--- src/rtl/icb_cmd_arb_mux.sv ---
// N-master to 1-slave ICB command/response multiplexer driven by an external round-robin arbiter.
// The grant is held while the slave stalls, and an outstanding FIFO routes in-order responses back.
module icb_cmd_arb_mux #(
   parameter int CHN_N     = 4,
   parameter int ADDR_W    = 32,
   parameter int DATA_W    = 32,
   parameter int OUTSTD    = 4,
   parameter int SIM_DELAY = 1
) (
   input  logic                        clk,
   input  logic                        rst_n,
   input  logic [CHN_N*ADDR_W-1:0]     s_cmd_addr,
   input  logic [CHN_N-1:0]            s_cmd_read,
   input  logic [CHN_N*DATA_W-1:0]     s_cmd_wdata,
   input  logic [CHN_N*DATA_W/8-1:0]   s_cmd_wmask,
   input  logic [CHN_N-1:0]            s_cmd_valid,
   output logic [CHN_N-1:0]            s_cmd_ready,
   output logic [CHN_N*DATA_W-1:0]     s_rsp_rdata,
   output logic [CHN_N-1:0]            s_rsp_err,
   output logic [CHN_N-1:0]            s_rsp_valid,
   input  logic [CHN_N-1:0]            s_rsp_ready,
   output logic [ADDR_W-1:0]           m_cmd_addr,
   output logic                        m_cmd_read,
   output logic [DATA_W-1:0]           m_cmd_wdata,
   output logic [DATA_W/8-1:0]         m_cmd_wmask,
   output logic                        m_cmd_valid,
   input  logic                        m_cmd_ready,
   input  logic [DATA_W-1:0]           m_rsp_rdata,
   input  logic                        m_rsp_err,
   input  logic                        m_rsp_valid,
   output logic                        m_rsp_ready,
   output logic [CHN_N-1:0]            arb_req,
   input  logic [CHN_N-1:0]            arb_grant,
   input  logic [$clog2(CHN_N)-1:0]    arb_sel,
   input  logic                        arb_valid
);

   localparam int SEL_W  = $clog2(CHN_N);
   localparam int PTR_W  = $clog2(OUTSTD);
   localparam int CNT_W  = PTR_W + 1;
   localparam int MASK_W = DATA_W / 8;

   // The delay parameter is kept for drop-in compatibility; the binary arb_sel makes the grant vector redundant.
   localparam int unused_sim_delay = SIM_DELAY;
   logic unused_grant;
   assign unused_grant = ^arb_grant;

   typedef enum logic {ST_ARB, ST_LOCK} state_t;

   state_t           state, state_nxt;
   logic [SEL_W-1:0] lock_sel, cur_sel, head;
   logic [SEL_W-1:0] fifo_q [OUTSTD];
   logic [PTR_W-1:0] wptr, rptr;
   logic [CNT_W-1:0] cnt;
   logic             full, empty, push, pop, grant_rdy;

   assign full    = (cnt == CNT_W'(OUTSTD));
   assign empty   = (cnt == '0);
   assign cur_sel = (state == ST_LOCK) ? lock_sel : arb_sel;
   assign head    = fifo_q[rptr];

   // NOTE: every signal written here gets a default first, so no path can leave one unassigned and infer a latch.
   always_comb begin
      state_nxt   = state;
      arb_req     = '0;
      m_cmd_valid = 1'b0;
      grant_rdy   = 1'b0;
      s_cmd_ready = '0;
      case (state)
         ST_ARB: begin
            arb_req     = full ? '0 : s_cmd_valid;
            m_cmd_valid = arb_valid & ~full;
            grant_rdy   = m_cmd_ready & ~full;
            if (m_cmd_valid && !m_cmd_ready) state_nxt = ST_LOCK;
         end
         ST_LOCK: begin
            m_cmd_valid = 1'b1;
            grant_rdy   = m_cmd_ready;
            if (m_cmd_ready) state_nxt = ST_ARB;
         end
         default: state_nxt = ST_ARB;
      endcase
      s_cmd_ready[cur_sel] = grant_rdy;
   end

   assign m_cmd_addr  = s_cmd_addr[cur_sel*ADDR_W +: ADDR_W];
   assign m_cmd_read  = s_cmd_read[cur_sel];
   assign m_cmd_wdata = s_cmd_wdata[cur_sel*DATA_W +: DATA_W];
   assign m_cmd_wmask = s_cmd_wmask[cur_sel*MASK_W +: MASK_W];
   assign push        = m_cmd_valid & m_cmd_ready;

   // Responses return in order, so only the FIFO head may see the slave's response.
   always_comb begin
      s_rsp_valid = '0;
      m_rsp_ready = 1'b0;
      if (!empty) begin
         s_rsp_valid[head] = m_rsp_valid;
         m_rsp_ready       = s_rsp_ready[head];
      end
   end

   assign s_rsp_rdata = {CHN_N{m_rsp_rdata}};
   assign s_rsp_err   = {CHN_N{m_rsp_err}};
   assign pop         = m_rsp_valid & m_rsp_ready;

   // NOTE: state registers use non-blocking assignments so every flop samples pre-edge values.
   always_ff @(posedge clk or negedge rst_n) begin
      if (!rst_n) begin
         state    <= ST_ARB;
         lock_sel <= '0;
         wptr     <= '0;
         rptr     <= '0;
         cnt      <= '0;
      end else begin
         state <= state_nxt;
         if (state == ST_ARB && m_cmd_valid && !m_cmd_ready) lock_sel <= arb_sel;
         if (push) wptr <= wptr + PTR_W'(1);
         if (pop)  rptr <= rptr + PTR_W'(1);
         case ({push, pop})
            2'b10:   cnt <= cnt + CNT_W'(1);
            2'b01:   cnt <= cnt - CNT_W'(1);
            default: cnt <= cnt;
         endcase
      end
   end

   // NOTE: the storage array has no reset; an entry is only read after a push has written it.
   always_ff @(posedge clk) begin
      if (push) fifo_q[wptr] <= cur_sel;
   end

endmodule

--- config.mk ---
export PLATFORM = sky130hd
export DESIGN_NAME = icb_cmd_arb_mux
export DESIGN_NICKNAME = d
export VERILOG_FILES = /design/src/rtl/icb_cmd_arb_mux.sv
export SDC_FILE = /design/constraint.sdc
export NUM_CORES = 1
export LEC_CHECK = 0
export CAP_MARGIN = 20
export CELL_PAD_IN_SITES_DETAIL_PLACEMENT = 0
export CELL_PAD_IN_SITES_GLOBAL_PLACEMENT = 1
export CORE_AREA = 2 2 211 213
export DETAILED_ROUTE_END_ITERATION = 8
export DIE_AREA = 0 0 213 215
export GPL_TIMING_DRIVEN = 0
export HOLD_SLACK_MARGIN = 0.08
export PLACE_DENSITY_LB_ADDON = 0.3
export SLEW_MARGIN = 30
export SYNTH_ARGS = -nofsm -noshare
export SYNTH_HDL_FRONTEND = slang
export SYNTH_SLANG_ARGS = --single-unit
export TNS_END_PERCENT = 30
--- constraint.sdc ---
create_clock -name clk -period 4.5 [get_ports clk]
set_input_delay 0.45 -clock clk [delete_from_list [all_inputs] [get_ports clk]]
set_output_delay 0.45 -clock clk [all_outputs]
set_load 0.005 [all_outputs]
# Word-level counts from Yosys, hierarchy flattened

Memory sizes are Yosys's and may differ from the RTL's.
Index checks and enable logic that the tools add are counted.

Add/sub/neg operators: 4
Order comparisons: 4
Equality and inequality tests: 3
Shift operators: 3
Multiplexer cells: 21
Bitwise operators: 8
Reductions and logical operators: 8

Operators with widths:

| operator            | count |
|---|---|
| $shiftx 128x8->32   | 2 |
| $shiftx 16x5->4     | 1 |
| $mux 4              | 3 |
| $mux 1              | 9 |
| $and 4x4->4         | 2 |
| $lt 2x3->1 const B  | 2 |
| $pmux 1 s2          | 3 |
| $pmux 3 s2          | 1 |
| $logic_and 1x1->1   | 5 |
| $add 2x1->2 const B | 2 |
| $and 1x1->1         | 4 |
| $bmux 1 s2          | 2 |
| $demux 1 s2         | 2 |
| $ge 2x1->1 const B  | 2 |
| $add 3x1->3 const B | 1 |
| $eq 3x3->1 const B  | 1 |
| $logic_not 3->1     | 1 |
| $sub 3x1->3 const B | 1 |
| $eq 2x1->1 const B  | 1 |
| $eq 2x2->1 const B  | 1 |
| $mux 2              | 1 |
| $not 1->1           | 2 |
| $reduce_bool 2->1   | 1 |
| $logic_not 1->1     | 1 |

Register bits after elaboration: 10
Bits in writable memories: 8
Bits of input ports: 328
Output and inout port bits: 215
Memories: 1

Memory list:

| memory | depth | width | read ports | clocked after Yosys merged registers in | write ports | RTL line | source |
|---|---|---|---|---|---|---|---|
| fifo_q | 4     | 2     | 1          | 0                                       | 1           | 52       | `logic [SEL_W-1:0] fifo_q [OUTSTD];` |

# Depth between registers and ports, before layout

Gate-level depths: netlist (run 1).

Word-level depth: 7
Depth in mapped cells: 11
Gate-level depth less buffers: 11

# Worst setup path before layout (run 1)

Ideal clock, no wire load.

Kind: register to register
Start point: register rptr[0]
End point: register cnt[2]
Library setup time: 0.079 ns
Arrival time: 2.381 ns
Required time: 4.421 ns
Path slack: 2.039 ns
Cell stages (with the launch flop): 10
Buffers on the path: 0
Period minus slack after synthesis: 2.461 ns
Cells stage by stage: dfrtp_1 -> mux4_2 -> or2_4 -> o22ai_2 -> ha_1 -> inv_1 -> fa_1 -> xor2_1 -> nor2_1 -> xor2_1

Word-level cells in the longest chain between the ends: 7
Elaborated cells between the ends (all ways): 9
Classes of those cells: 2 x eq/ne; 4 x mux; 1 x bitwise; 1 x reduce/logical; 1 x memory

Ends and longest elaborated chain:

| item                                                   | RTL line | source |
|---|---|---|
| from (decl)                                            | 53       | `logic [PTR_W-1:0] wptr, rptr;` |
| from (signal assigned)                                 | 118      | `if (pop) rptr <= rptr + PTR_W'(1);` |
| $mem_v2 4x2 (*)                                        | --       |  |
| $bmux 1 s2 (*)                                         | 98       | `m_rsp_ready = s_rsp_ready[head];` |
| $mux 1 (not written as such) (*)                       | 98       |  |
| $mux 1 (*)                                             | 96       | `if (!empty) begin` |
| $and 1x1->1 (*)                                        | 104      | `assign pop = m_rsp_valid & m_rsp_ready;` |
| via pop                                                | 55       | `logic full, empty, push, pop, grant_rdy;` |
| $eq 2x1->1 / $eq 2x2->1 (equally long branches)        | 119      | `case ({push, pop})` |
| $pmux 3 s2 / $reduce_bool 2->1 (equally long branches) | --       |  |
| to (signal assigned)                                   | 120      | `2'b10: cnt <= cnt + CNT_W'(1);` |
| to (signal assigned)                                   | 121      | `2'b01: cnt <= cnt - CNT_W'(1);` |
| to (signal assigned)                                   | 122      | `default: cnt <= cnt;` |
| to (decl)                                              | 54       | `logic [CNT_W-1:0] cnt;` |

Mark *: on every way through the listed nets, which the timed path passes. The rest lies on a longest branch. The select of a mux whose other input is x is not followed.
A chain may end at the register's enable or synchronous reset.

# Worst setup path after layout (run 1)

Start point: input port arb_sel[0]
End point: output port m_cmd_addr[11]

Word-level cells in the longest chain between the ends: 2

Ends and longest elaborated chain:

| item              | RTL line | source |
|---|---|---|
| from (decl)       | 34       | `input logic [$clog2(CHN_N)-1:0] arb_sel,` |
| $mux 2            | 59       | `assign cur_sel = (state == ST_LOCK) ? lock_sel : arb_sel;` |
| $shiftx 128x8->32 | 86       | `assign m_cmd_addr = s_cmd_addr[cur_sel*ADDR_W +: ADDR_W];` |
| to (decl)         | 22       | `output logic [ADDR_W-1:0] m_cmd_addr,` |

Every way passes these cells.

==> qor.txt, run 1 <==
Post-cts hold buffer count = 0
Final weighted congestion in routability-driven placement = 0.7966
# setup viols final = 0
CORE AREA = 43,640 µm²
DR WL/cell = 16.32 µm
HPWL Detailed = 24,930 µm
Fillers = 4,933
Clock sink total = 18
Kind of critical path = primary input to output port
Min Tclk post-route = 3.892 ns
Die Ht = 215 µm
Congestion Overflow GR = 0
Yosys warning count = 0
CP peak stage delay = 0.58 ns
H-tree depth = 1
Vias per std cell = 3.454
Row count = 77
Crit path depth = 7
Final Net Count = 1,514
CP startpoint kind = primary input
Status = finished, final reports clean
Post-synthesis net count = 1,004
Synth top area share = 0.2576
Worst EP required = 4.05 ns
Largest net degree at the start of global routing = 14
Slew HR = 0.4983
Post-Syn Area per Cell = 6.047 µm²
Main area contributors after synthesis = nand2_1 26%, buf_4 24%, and3_1 11%, a31oi_1 11%, dfrtp_1 6.2%
Clock skew = 0.001020 ns
Critical Path End Type = output port
CTS root buf = clkbuf_16
LEAKAGE = 4.186 nW
RSZ-0062 raised after global routing = false
Crit-path cells = clkdlybuf4s50_1 > mux2i_2 > buf_2 > clkbuf_1 > nand2_1 > a31oi_1 > clkdlybuf4s50_1
Worst r2r path cells = 9
Pwr dens = 266.7 nW/µm²
Max_cap viols = 0
Starting DRT DRC Count = 144
Max FO, Critical Path = 10
Cells after Synth = 670
Most common cell after layout, fill and taps aside = clkdlybuf4s50_1
WHS = 0.5191 ns
First element of the critical path = arb_sel[0]
CP dominant cell by count = clkdlybuf4s50_1
Worst-skew pair later-pin latency = 0.25 ns
Layout area overhead = 145.6%
Initial antenna violation count = 1
WL final = 28,960 µm
Pre-CTS setup slack = 0.4801 ns
Reg-to-reg slack, setup = 1.85 ns
Starting Density = 0.09283
CTS Buf Count = 3
Most frequent cells in the layout = 505 x clkdlybuf4s50_1, 278 x nand2_1, 132 x buf_4, 73 x and3_1, 69 x a31oi_1
Worst Hold Class = register to register
Worst Tran Pin Value = 0.7525 ns
Max clock buf depth = 2
Setup WS post-layout = 0.6076 ns
Share of layout cells above drive strength 1 = 0.1315
Setup TNS Final = 0 ns
Worst EP arrival = 3.44 ns
CP max stage cell = clkdlybuf4s50_1
#FFs+latches synth = 18
Setup Buffers After CTS = 0
CTS tree = built
DR vias = 6,128
Netlist cell types = 31
# port buffers = 505
Reg clk slew, reported paths = 0.05 ns
Cts repair resizes = 0
Crit path max-delay family = buffers and inverters
Cell taking the most area after synthesis = nand2_1
Final Non-Filler Cells = 1,774
First-pass GRT wire length = 41,330 µm
Hold Crit Depth = 1
R2R Path Start = rptr[0]
Top-Level Pins = 543
Fmax = 256.9 MHz
Vias in the first global route = 6,562
Routed Antenna Nets = 0
Worst setup path endpoint = m_cmd_addr[11]
Sequential cell area fraction in the yosys report = 0.1211
All-layer global routing usage = 0.1194
Die W = 213 µm
DIE AREA = 45,800 µm²
Slew Limit Fails = 0
Placed Instances = 1,767
CP bufs+invs = 4
Peak VDD IR = 0.0001028 V
DRT Pass-1 Iters = 4
Fin crit share = 0.8650
DRC = 0
Reg-to-reg critical path endpoint = cnt[2]
Cell area after synthesis = 4051 µm²
Final Hold Vio Count = 0
sequential cells by signal, indices dropped and copies added (netlist names):
name	cells
wptr	2
rptr	2
fifo_q	8
cnt	3
state	1
lock_sel	2
power breakdown:
| group | internal, mW | switching [mW] |
|---|---|---|
| Clock | 0.118 | 0.0562 |
| Combinational | 1.20 | 0.991 |
| Sequential | 0.234 | 0.0535 |
| Total | 1.55 | 1.10 |
stage by stage:
step	utilization	total power [mW]	instance area [µm²]
3_3_place_gp	0.2256	2.542	9847
6_report	0.2280	2.653	9950
3_5_place_dp	0.2260	2.537	9863
5_1_grt	0.2278	2.906	9942
2_1_floorplan	-	1.222	4051
4_1_cts	0.2278	2.729	9942
worst min path at each step:
stage	end	startpoint	slack, ns
CTS	rptr[1]	rptr[1]	0.53
detailed placement	rptr[1]	rptr[1]	0.52
global placement	lock_sel[1]	lock_sel[1]	0.49
floorplan	cnt[0]	rst_n	0.15
finish	rptr[1]	rptr[1]	0.52
global route	rptr[1]	rptr[1]	0.55
cell usage after synthesis:
cell      number
mux4_2         2
ha_1           5
and3_1        73
o31a_1         1
a21oi_1        1
inv_2          2
o22ai_2        1
edfxtp_1       8
o21ai_0        1
buf_2          8
xor2_1         3
xnor2_1        3
a31oi_1       69
or2b_1         1
nor2b_1        2
dfrtp_1       10
or2_4          1
and2_1         5
inv_1          6
buf_4        132
fa_1           1
nor2_1         4
and3b_1        1
mux2i_1        6
nor3_1         4
mux2_2         3
nand2_1      278
clkbuf_1      36
o31ai_1        1
and2b_2        1
a21o_1         1
per-layer routing:
layer | part of all wire | track usage
met3 | 0.068 | 0.02630
met4 | 0.0016 | 0.005594
met2 | 0.52 | 0.2296
met5 | 0 | 0
met1 | 0.41 | 0.1389
layout make-up:
type                            count  area, µm²  area share
Multi-Input combinational cell    468       2381      0.2393
Buffer                            176       1166      0.1172
Clock buffer                        3      75.07    0.007545
Sequential cell                    18      490.5     0.04930
Inverter                            8      30.03    0.003018
Clock inverter                      1      3.754   0.0003773
Antenna cell                        3      7.507   0.0007545
Timing Repair Buffer              505       5055      0.5080
Tap cell                          592      740.7     0.07445
kinds of logic after synthesis:
family,share of synthesized area
xor+xnor,0.01297
mux,0.03428
simple gates,0.3981
fa+ha+maj,0.02038
buf+inv,0.2952
compound gates,0.1180
flops,0.1211
Note: power is estimated with default switching activity, not from simulation.
==> inputs of run 2 (changes only) <==
Settings changed: ABC_CLOCK_PERIOD_IN_PS set to 4500, SETUP_SLACK_MARGIN set to 0.02.
==> results of run 2 <==
Same layout as run 1: the final DEF is identical, and so are final timing and power.
==> inputs of run 3 (changes only) <==
Settings changed: PLACE_DENSITY set to 0.6, PLACE_DENSITY_LB_ADDON 0.3 to unset, RECOVER_POWER set to 100.
==> run 3 against run 2 <==
Against the previous run:
- die area unchanged
- fmax decreased by 2.2%
- non-clock buffer count increased by 1
- worst setup slack got worse by 0.087 ns
- clock skew increased by 0.0031 ns
- sequential share of layout area about the same
- first-iteration DRC count increased by 32%
- register-to-register slack got worse by 0.06 ns
- global-route usage about the same
- wire length decreased by 0.34%
- power decreased by 4.6%
- critical path type unchanged
- critical endpoint is now m_cmd_addr[10]
- largest cell class unchanged
- largest power group unchanged
==> qor.txt, run 3 (same netlist as run 1, synthesis figures left out) <==
Core Util, Final = 0.2279
Max FO, Critical Path = 10
R2R Path Start = rptr[0]
Hold_sp = lock_sel[0]
Final weighted congestion in routability-driven placement = 0.8129
DRC = 0
GR Util met1 = 0.1422
Setup Buffers After CTS = 0
Starting Density = 0.09283
Share of layout cells above drive strength 1 = 0.1288
DP Area = 9874 µm²
CTS tree = built
Reg clk slew, reported paths = 0.05 ns
# port buffers = 505
Starting DRT DRC Count = 190
Worst-skew pair later-pin latency = 0.25 ns
Slew HR = 0.4065
Clock skew = 0.004164 ns
Pwr dens = 254.5 nW/µm²
WHS = 0.5047 ns
Peak VDD IR = 0.0001261 V
Layout area overhead = 145.5%
Vias per std cell = 3.515
# setup viols final = 0
Die W = 213 µm
Congestion Overflow GR = 0
DR vias = 6,229
Final Hold Vio Count = 0
Min Tclk post-route = 3.979 ns
Worst r2r path cells = 9
CP startpoint kind = primary input
Worst EP required = 4.05 ns
Final Non-Filler Cells = 1,772
Most frequent cells in the layout = 291 x clkdlybuf4s50_1, 278 x nand2_1, 214 x dlygate4sd3_1, 132 x buf_4, 73 x and3_1
HPWL Detailed = 25,000 µm
Met2 Use GR = 0.2277
Total power = 2.532 mW
All-layer global routing usage = 0.1191
Reg-to-reg critical path endpoint = cnt[2]
Final Net Count = 1,515
H-tree depth = 1
Reg-to-reg slack, setup = 1.79 ns
Number of flip-flops in the largest register = 8
Fillers = 4,927
Critical Path End Type = output port
CTS Buf Count = 3
Routed Antenna Nets = 0
Max clock buf depth = 2
GRT met3 Usage = 0.01944
Hold Crit Endpoint = lock_sel[0]
Fmax = 251.3 MHz
First element of the critical path = arb_sel[0]
LEAKAGE = 4.257 nW
GRT busiest layer = met2
Largest register by flop count = fifo_q
Row count = 77
Slew Limit Fails = 0
Fin crit share = 0.8843
CTS root buf = clkbuf_16
Cts repair resizes = 0
Hold Crit Depth = 1
RSZ-0062 raised after global routing = false
Vias in the first global route = 6,519
Most common cell after layout, fill and taps aside = clkdlybuf4s50_1
DIE AREA = 45,800 µm²
CORE AREA = 43,640 µm²
ANT cells = 0
Largest net degree at the start of global routing = 14
Top-Level Pins = 543
Worst Tran Pin Value = 0.8902 ns
Post-cts hold buffer count = 0
Die Ht = 215 µm
Placed Instances = 1,768
Status = finished, final reports clean
Biggest regs = fifo_q: 8 flops, cnt: 3 flops
Kind of critical path = primary input to output port
Initial antenna violation count = 3
Max_cap viols = 0
Post-Layout Inst Area = 9946 µm²
Clock sink total = 18
DRT Pass-1 Iters = 4
WL final = 28,860 µm
Worst Hold Class = register to register
Worst EP arrival = 3.53 ns
DR WL/cell = 16.28 µm
First-pass GRT wire length = 40,990 µm
run 3: cell count changes in the layout (fill, tap and decap cells not counted), sizes merged:
cell	previous run	this run
clkdlybuf4s50	505	291
dlygate4sd3	0	214
diode	3	0
clkbuf	39	41
clkinv	1	0
run 3: layer usage:
metal	vias to the layer above	part of all wire	wire (µm)
met4	2	0.0040	114
met1	2819	0.40	11660
met5	-	0.00055	16
met3	9	0.071	2042
li1	3109	-	-
met2	290	0.52	15020
run 3: worst max-delay path by stage:
stage | to | cells past startpoint
2_1_floorplan | cnt[2] | 9
3_3_place_gp | m_cmd_addr[10] | 7
3_5_place_dp | m_cmd_addr[10] | 8
4_1_cts | m_cmd_addr[10] | 8
5_1_grt | m_cmd_addr[10] | 8
6_report | m_cmd_addr[10] | 8
run 3: final cells by class:
| type | count | area (µm²) | share of cell area |
|---|---|---|---|
| inverter | 8 | 30.03 | 0.003019 |
| clock buffer | 4 | 78.83 | 0.007926 |
| buffer | 176 | 1165 | 0.1171 |
| timing repair buffer | 506 | 5070 | 0.5097 |
| multi-input combinational | 468 | 2371 | 0.2384 |
| tap | 592 | 740.7 | 0.07447 |
| sequential | 18 | 490.5 | 0.04931 |
run 3: critical path: stages:
cell             delay [ns]
clkdlybuf4s50_1        0.50
mux2i_1                0.25
inv_2                  0.25
buf_2                  0.36
clkbuf_1               0.66
nand2_1                0.12
a31oi_1                0.29
dlygate4sd3_1          0.64
run 3: stage by stage:
stage	TNS, ns	setup slack [ns]
5_1_grt	0	0.09426
2_1_floorplan	0	2.039
4_1_cts	0	0.2465
3_5_place_dp	0	0.2651
3_3_place_gp	-9.055	-0.4724
6_report	0	0.5206
run 3: report_power, final:
part	switching (mW)	internal, mW	total, mW
sequential	0.0507	0.234	0.285
clock	0.0578	0.120	0.178
combinational	0.980	1.09	2.07
